==> config.mk <==
export PLATFORM = sky130hd
export DESIGN_NAME = lsu
export DESIGN_NICKNAME = d
export VERILOG_FILES = /design/src/rtl/lsu.sv
export SDC_FILE = /design/constraint.sdc
export NUM_CORES = 1
export LEC_CHECK = 0
export CAP_MARGIN = 20
export CORE_MARGIN = 8
export CORE_UTILIZATION = 30
export CTS_BUF_LIST = sky130_fd_sc_hd__clkbuf_4
export DETAILED_ROUTE_END_ITERATION = 7
export DONT_BUFFER_PORTS = 1
export GPL_TIMING_DRIVEN = 0
export PLACE_DENSITY = 0.55
export SLEW_MARGIN = 25
export SYNTH_ARGS = -nofsm -noshare
export SYNTH_HDL_FRONTEND = slang
export SYNTH_SLANG_ARGS = --single-unit
==> constraint.sdc <==
create_clock -name clk -period 2.8 [get_ports clk]
set_clock_uncertainty 0.05 [all_clocks]
set_input_delay 0.28 -clock clk [delete_from_list [all_inputs] [get_ports clk]]
set_output_delay 0.28 -clock clk [all_outputs]
set_load 0.01 [all_outputs]
==> src/rtl/lsu.sv <==
// Load/store unit: one word-wide memory transaction per request with a valid/ack
// handshake, byte-lane store steering, load extraction and misalignment trapping.
module lsu #(
    parameter int ADDR_W = 32,
    parameter int RD_W   = 5
) (
    input  logic              clk,
    input  logic              rst,
    // Upstream handshake: a request transfers on the rising edge where
    // req_valid && req_ready; the requester holds all req_* stable until then.
    input  logic              req_valid,
    output logic              req_ready,
    input  logic              req_we,
    input  logic [1:0]        req_size,
    input  logic              req_unsigned,
    input  logic [ADDR_W-1:0] req_addr,
    input  logic [31:0]       req_wdata,
    input  logic [RD_W-1:0]   req_rd,
    output logic              mem_req,
    output logic              mem_we,
    output logic [ADDR_W-1:0] mem_addr,
    output logic [31:0]       mem_wdata,
    output logic [3:0]        mem_be,
    input  logic              mem_ack,
    input  logic [31:0]       mem_rdata,
    output logic              resp_valid,
    output logic [31:0]       resp_data,
    output logic [RD_W-1:0]   resp_rd,
    output logic              resp_misalign,
    output logic [1:0]        dbg_state
);

    typedef enum logic [1:0] {
        IDLE = 2'd0,
        BUSY = 2'd1,
        RESP = 2'd2
    } state_t;

    state_t            state_q, state_d;
    logic              mem_req_q, mem_req_d;
    logic              mem_we_q, mem_we_d;
    logic [ADDR_W-1:0] mem_addr_q, mem_addr_d;
    logic [31:0]       mem_wdata_q, mem_wdata_d;
    logic [3:0]        mem_be_q, mem_be_d;
    logic              resp_valid_q, resp_valid_d;
    logic [31:0]       resp_data_q, resp_data_d;
    logic [RD_W-1:0]   resp_rd_q, resp_rd_d;
    logic              resp_misalign_q, resp_misalign_d;
    logic [RD_W-1:0]   rd_q, rd_d;
    logic [1:0]        size_q, size_d;
    logic              unsigned_q, unsigned_d;
    logic [1:0]        off_q, off_d;

    logic              misaligned;
    logic [1:0]        req_off;
    logic [3:0]        req_be;
    logic [31:0]       req_lanes;
    logic [7:0]        ld_byte;
    logic [15:0]       ld_half;
    logic [31:0]       ld_data;

    assign req_off = req_addr[1:0];

    always_comb begin
        misaligned = 1'b0;
        req_be     = 4'b1111;
        req_lanes  = req_wdata;
        case (req_size)
            2'b00: begin
                req_be    = 4'b0001 << req_off;
                req_lanes = {4{req_wdata[7:0]}};
            end
            2'b01: begin
                misaligned = req_off[0];
                req_be     = 4'b0011 << req_off;
                req_lanes  = {2{req_wdata[15:0]}};
            end
            2'b10: begin
                misaligned = (req_off != 2'b00);
            end
            default: begin
                misaligned = 1'b1;
            end
        endcase
    end

    // Load extraction works on the offset/size latched at accept time.
    always_comb begin
        ld_byte = mem_rdata[7:0];
        case (off_q)
            2'd0:    ld_byte = mem_rdata[7:0];
            2'd1:    ld_byte = mem_rdata[15:8];
            2'd2:    ld_byte = mem_rdata[23:16];
            default: ld_byte = mem_rdata[31:24];
        endcase
        ld_half = off_q[1] ? mem_rdata[31:16] : mem_rdata[15:0];
        case (size_q)
            2'b00:   ld_data = {{24{ld_byte[7] & ~unsigned_q}}, ld_byte};
            2'b01:   ld_data = {{16{ld_half[15] & ~unsigned_q}}, ld_half};
            default: ld_data = mem_rdata;
        endcase
    end

    always_comb begin
        state_d         = state_q;
        mem_req_d       = mem_req_q;
        mem_we_d        = mem_we_q;
        mem_addr_d      = mem_addr_q;
        mem_wdata_d     = mem_wdata_q;
        mem_be_d        = mem_be_q;
        resp_valid_d    = 1'b0;
        resp_data_d     = resp_data_q;
        resp_rd_d       = resp_rd_q;
        resp_misalign_d = resp_misalign_q;
        rd_d            = rd_q;
        size_d          = size_q;
        unsigned_d      = unsigned_q;
        off_d           = off_q;

        case (state_q)
            IDLE: begin
                if (req_valid) begin
                    rd_d       = req_rd;
                    size_d     = req_size;
                    unsigned_d = req_unsigned;
                    off_d      = req_off;
                    if (misaligned) begin
                        // Faulting access never reaches memory.
                        state_d         = RESP;
                        resp_valid_d    = 1'b1;
                        resp_misalign_d = 1'b1;
                        resp_data_d     = 32'd0;
                        resp_rd_d       = '0;
                    end else begin
                        state_d     = BUSY;
                        mem_req_d   = 1'b1;
                        mem_we_d    = req_we;
                        mem_addr_d  = {req_addr[ADDR_W-1:2], 2'b00};
                        mem_wdata_d = req_lanes;
                        mem_be_d    = req_be;
                    end
                end
            end
            BUSY: begin
                if (mem_ack) begin
                    state_d         = RESP;
                    mem_req_d       = 1'b0;
                    mem_we_d        = 1'b0;
                    mem_be_d        = 4'b0000;
                    resp_valid_d    = 1'b1;
                    resp_misalign_d = 1'b0;
                    resp_data_d     = mem_we_q ? 32'd0 : ld_data;
                    resp_rd_d       = mem_we_q ? '0 : rd_q;
                end
            end
            RESP: begin
                state_d = IDLE;
            end
            default: begin
                state_d = IDLE;
            end
        endcase
    end

    always_ff @(posedge clk) begin
        if (rst) begin
            state_q         <= IDLE;
            mem_req_q       <= 1'b0;
            mem_we_q        <= 1'b0;
            mem_addr_q      <= '0;
            mem_wdata_q     <= 32'd0;
            mem_be_q        <= 4'b0000;
            resp_valid_q    <= 1'b0;
            resp_data_q     <= 32'd0;
            resp_rd_q       <= '0;
            resp_misalign_q <= 1'b0;
            rd_q            <= '0;
            size_q          <= 2'b00;
            unsigned_q      <= 1'b0;
            off_q           <= 2'b00;
        end else begin
            state_q         <= state_d;
            mem_req_q       <= mem_req_d;
            mem_we_q        <= mem_we_d;
            mem_addr_q      <= mem_addr_d;
            mem_wdata_q     <= mem_wdata_d;
            mem_be_q        <= mem_be_d;
            resp_valid_q    <= resp_valid_d;
            resp_data_q     <= resp_data_d;
            resp_rd_q       <= resp_rd_d;
            resp_misalign_q <= resp_misalign_d;
            rd_q            <= rd_d;
            size_q          <= size_d;
            unsigned_q      <= unsigned_d;
            off_q           <= off_d;
        end
    end

    assign req_ready     = (state_q == IDLE);
    assign mem_req       = mem_req_q;
    assign mem_we        = mem_we_q;
    assign mem_addr      = mem_addr_q;
    assign mem_wdata     = mem_wdata_q;
    assign mem_be        = mem_be_q;
    assign resp_valid    = resp_valid_q;
    assign resp_data     = resp_data_q;
    assign resp_rd       = resp_rd_q;
    assign resp_misalign = resp_misalign_q;
    assign dbg_state     = state_q;

endmodule
# Yosys cells after proc, flatten, opt, wreduce, memory -nomap -nowiden
# Cells that the tools add are included.
dict set report op_classes {
  n_shift 2
  reduce_logical 11
  n_bitwise 4
  n_mux 38
  eq_ne 10
}
# operator n
set op_table {}
lappend op_table {{$pmux W32 S2} 3}
lappend op_table {{$mux W32} 4}
lappend op_table {{$pmux W8 S3} 1}
lappend op_table {{$mux W5} 4}
lappend op_table {{$mux W16} 1}
lappend op_table {{$pmux W4 S2} 2}
lappend op_table {{$mux W4} 3}
lappend op_table {{$mux W1} 10}
lappend op_table {{$pmux W5 S2} 1}
lappend op_table {{$eq A2 B1 Y1 const B} 4}
lappend op_table {{$logic_not A2 Y1} 4}
lappend op_table {{$pmux W1 S2} 4}
lappend op_table {{$reduce_and A4 Y1} 2}
lappend op_table {{$mux W2} 3}
lappend op_table {{$ne A2 B2 Y1 const B} 3}
lappend op_table {{$eq A2 B2 Y1 const B} 2}
lappend op_table {{$pmux W2 S2} 1}
lappend op_table {{$reduce_and A2 Y1} 2}
lappend op_table {{$reduce_bool A2 Y1} 2}
lappend op_table {{$shl A1 B2 Y4 const A} 1}
lappend op_table {{$shl A2 B2 Y4 const A} 1}
lappend op_table {{$pmux W1 S3} 1}
lappend op_table {{$reduce_and A3 Y1} 1}
lappend op_table {{$and A1 B1 Y1} 2}
lappend op_table {{2 further kinds} 3}
dict set report totals {
  input_bits 109
  word_cells 79
  out_inout_bits 112
  ff_bits 119
}

# Longest topological paths before layout
dict set report logic_depth {
  word_depth 7
  mapped_depth 8
}

# Worst setup path before layout
# No wires, ideal clock.
dict set report synth_path {
  path_type {register to register}
  start {reg state_q[1] (netlist: dbg_state[1])}
  end {reg resp_data_q[10] (netlist: resp_data[10])}
  n_path_buf 4
  arrival_ps 1726
  setup_slack_ps 906
  setup_time_ps 117
  period_less_slack_ps 1894
  path_stages_with_launch 8
  cell_sequence {dfxtp_1 buf_6 or3b_1 clkbuf_2 o311a_1 buf_6 buf_6 a32o_1}
}
dict set report synth_between {
  elab_chain_len 3
}
# item line_no
set synth_lines {}
lappend synth_lines {{start, declared} 39} ;# state_t state_q, state_d;
lappend synth_lines {{start signal, assigned} 182} ;# state_q <= state_d;
lappend synth_lines {{$eq A2 B1 Y1 or $logic_not A2 Y1 (tied branches)} 120} ;# case (state_q)
lappend synth_lines {{$ne A2 B2 Y1 (no line) (tied with other cells)} n/a}
lappend synth_lines {{$reduce_and A4 Y1 (no line)} n/a}
lappend synth_lines {{end signal, assigned} 189} ;# resp_data_q <= resp_data_d;
lappend synth_lines {{end, declared} 46} ;# logic [31:0] resp_data_q, resp_data_d;
# Several ways; a longest one is shown, not always the timed one.
# A chain may end at the register's enable or synchronous reset.

# Final worst setup path
dict set report layout_path {
  start {reg state_q[0] (netlist: dbg_state[0])}
  end {reg resp_data_q[31] (netlist: resp_data[31])}
}
# Same word-level chain as after synthesis.

==> flow_summary.json <==
{
  "yosys_warnings": 0,
  "vias": 5264,
  "max-slew-margin-rel": 0.475,
  "wl_met3_um": 2680,
  "fin_crit_sh": 0.908,
  "critPathMaxStageDelay_ns": 0.65,
  "drt-met1-wl_um": 7920,
  "slowest_stage": "nor3_1",
  "hold_viol_final": 0,
  "whs_endpoint": "resp_data[1]$_SDFFE_PP0P_",
  "r2r_start": "dbg_state[0]$_SDFFE_PP0P_",
  "synth_flop_cell": "dfxtp_1",
  "start_util": 0.308,
  "synth.area.top_cells": "dfxtp_1, nand2_1, a21oi_1, o21ai_0, mux2i_1",
  "gp_congestion": 0.841,
  "post_cts_buffers": 0,
  "worstMarginPinSlew_ns": 0.781,
  "drc": 0,
  "vdd_drop_max_mv": 0.361,
  "dr.first_iter.drc_count": 311,
  "die_area_mm2": 0.0215,
  "synth_area_mm2": 0.00512,
  "synth_top_area_cell": "dfxtp_1",
  "htreeDepth": 4,
  "antenna_found_initial": 1,
  "drive_gt1_frac": 0.0755,
  "utilization": 0.409,
  "holdWs_ns": 0.0602,
  "crit_type": "reg -> reg",
  "core_region_area_mm2": 0.0166,
  "syn_inst": 635,
  "r2r-end": "resp_data[31]$_SDFFE_PP0P_",
  "routedWlPerCell_um": 20.6,
  "timing.fmax_ghz": 0.393,
  "die_w_um": 147,
  "reg2reg_slack_ns": 0.26,
  "slew_violations": 0,
  "yosysSeqAreaShare": 0.465,
  "via_per_inst": 5.25,
  "critPathArrivalTime_ns": 2.94,
  "cts_tree": "done",
  "drt_pass1_iterations": 7,
  "track_usage": 0.189,
  "ios": 221,
  "fin_setup_tns_ns": 0,
  "grt_pass1_wl_um": 31600,
  "min_period_ns": 2.54,
  "cp-end-kind": "flip-flop",
  "first_global_vias": 5450,
  "r2r_cells": 5,
  "critPathBufInv": 1,
  "highest_layer": "met4",
  "setup_viol": 0,
  "fp-row-count": 47,
  "insertion_delay_ns": 0.53,
  "whs_path_depth": 2,
  "syn2layout_area_growth_pct": 32.9,
  "synth_seq_cells": 119,
  "hold_path.class": "in -> reg",
  "crit_chain": "nand3b_1 -> nor3_1 -> o21ai_1 -> clkbuf_1 -> o21ai_0",
  "cts_buffer_depth": 2,
  "min_from": "mem_ack",
  "die_h_um": 147,
  "nets": 877,
  "synth_edf_count": 0,
  "cts.clk_slew.worst_paths_ns": 0.11,
  "synth_top_area_share": 0.465,
  "hpwl_um": 15000,
  "synth_area_per_cell_um2": 8.06,
  "status": "finished, final reports clean",
  "antenna_left": 0,
  "async_flop_share": 0,
  "grt_overflow": 0,
  "p_per_area_mw_per_mm2": 545,
  "crit_family": "simple AND/OR/NAND/NOR gates",
  "clock_sinks": 119,
  "cp_max_fo": 10,
  "synth_cell_types": 51,
  "rsz0062_at_grt": "no",
  "cp-start-kind": "flip-flop",
  "leakage_nw": 2.49,
  "root_buffer": "clkbuf_4",
  "wl_met2_um": 9830,
  "numCtsBuffers": 17,
  "drt-total-wl_um": 20600,
  "portBuffers": 0,
  "grt_max_degree": 17,
  "maxCapViolations": 0,
  "crit_required_ns": 3.20
}
what timing repair did:
item | 4_1_cts | 5_1_grt
resized for setup | 0 | 2
setup endpoints to repair | 0 | 2
hold buffers | 113 | 0
endpoints found under the hold margin | 107 | 0
sequential cells by signal, indices dropped and copies added, names as in the netlist:
signal and cells:
dbg_state 2, resp_misalign 1, off_q 2, mem_req 1, unsigned_q 1, mem_wdata 32
mem_be 4, resp_valid 1, resp_rd 5, rd_q 5, mem_we 1, resp_data 32
mem_addr 30, size_q 2
per-stage QoR:
step | power [mW] | area [um2] | worst slack, ns | instances
after floorplan | 2.23 | 5120 | 0.906 | 636
after global placement | 2.37 | 5400 | 0.428 | 856
after detailed placement | 2.38 | 5400 | 0.289 | 856
after CTS | 3.74 | 6800 | 0.212 | 1001
after global routing | 3.90 | 6800 | 0.0658 | 1002
final | 3.71 | 6800 | 0.258 | 1002
routing by layer:
layer / track usage / vias up
met5: 0 / -
met2: 0.319 / 277
met3: 0.0977 / 17
li1: - / 2485
met1: 0.204 / 2485
met4: 0.0536 / 0
worst max-delay path by stage:
stage / startpoint / cells after the start / endpoint
final: dbg_state[0]$_SDFFE_PP0P_ / 5 / resp_data[31]$_SDFFE_PP0P_
after global routing: dbg_state[0]$_SDFFE_PP0P_ / 5 / resp_data[17]$_SDFFE_PP0P_
after CTS: dbg_state[1]$_SDFFE_PP0P_ / 7 / mem_wdata[8]$_SDFFE_PP0P_
after floorplan: dbg_state[1]$_SDFFE_PP0P_ / 7 / resp_data[10]$_SDFFE_PP0P_
after detailed placement: dbg_state[0]$_SDFFE_PP0P_ / 5 / resp_data[29]$_SDFFE_PP0P_
after global placement: dbg_state[0]$_SDFFE_PP0P_ / 5 / resp_data[27]$_SDFFE_PP0P_
final cells by class:
cell class / instances / area (um2)
Fill cell: 1659 / 9840
Multi-Input combinational cell: 453 / 2460
Sequential cell: 119 / 2380
Timing Repair Buffer: 113 / 1130
Tap cell: 220 / 275
Buffer: 57 / 259
Clock inverter: 15 / 143
Clock buffer: 17 / 128
Inverter: 7 / 26.3
Antenna cell: 1 / 2.50
synth_stat cells (all sizes together) (2+ instances only):
cell / n
nor2b: 4
a22oi: 2
a211oi: 8
and3: 2
o21ai: 44
o211ai: 3
and2: 2
inv: 7
a32o: 7
mux2i: 19
nor3b: 2
nor3: 13
nand3b: 2
clkbuf: 39
o31ai: 10
or3b: 2
nand3: 2
nor2: 26
a311oi: 14
dfxtp: 119
nand2b: 10
o21a: 7
a22o: 6
nand2: 158
mux2: 7
a21oi: 85
buf: 18
cell usage in the layout, fill, tap and decap left out, types with 2 or more instances in the layout:
master	Yosys	final
clkbuf_4	0	17
o21ai_0	43	43
nand3_1	2	2
nor2_1	26	26
buf_2	10	10
clkbuf_1	38	37
dlygate4sd3_1	0	113
and3_1	2	2
a311oi_1	14	14
buf_1	3	3
o211ai_1	3	3
nor2b_1	4	4
dfxtp_1	119	119
and2_1	2	2
mux2_2	7	7
mux2i_1	19	19
a22o_1	6	6
clkinvlp_4	0	3
conb_1	1	2
nor3_1	12	12
nand2b_1	10	10
clkinv_4	0	3
buf_4	2	2
buf_6	3	3
clkbuf_2	1	2
a32o_1	7	7
nor3b_1	2	2
a22oi_1	2	2
a21oi_1	85	85
o21a_1	7	7
inv_6	0	5
inv_1	7	7
nand3b_1	2	2
o31ai_1	10	10
nand2_1	158	158
a211oi_1	8	8
kinds of logic after synthesis:
group                     count (synthesis)  synth area share
muxes                                    26            0.0525
xor gates and xnor gates                  1           0.00171
buffers and inverters                    64            0.0555
AOI/OAI and AO/OA                       197             0.237
other                                     1          0.000732
DFF                                     119             0.465
and+or+nand+nor                         227             0.188
where the power goes:
| part | switching, mW | internal (mW) |
|---|---|---|
| Combinational | 0.340 | 0.270 |
| Clock | 0.755 | 0.458 |
| Sequential | 0.107 | 1.78 |
| Total | 1.20 | 2.50 |
Power figures use the tool's default switching activity.
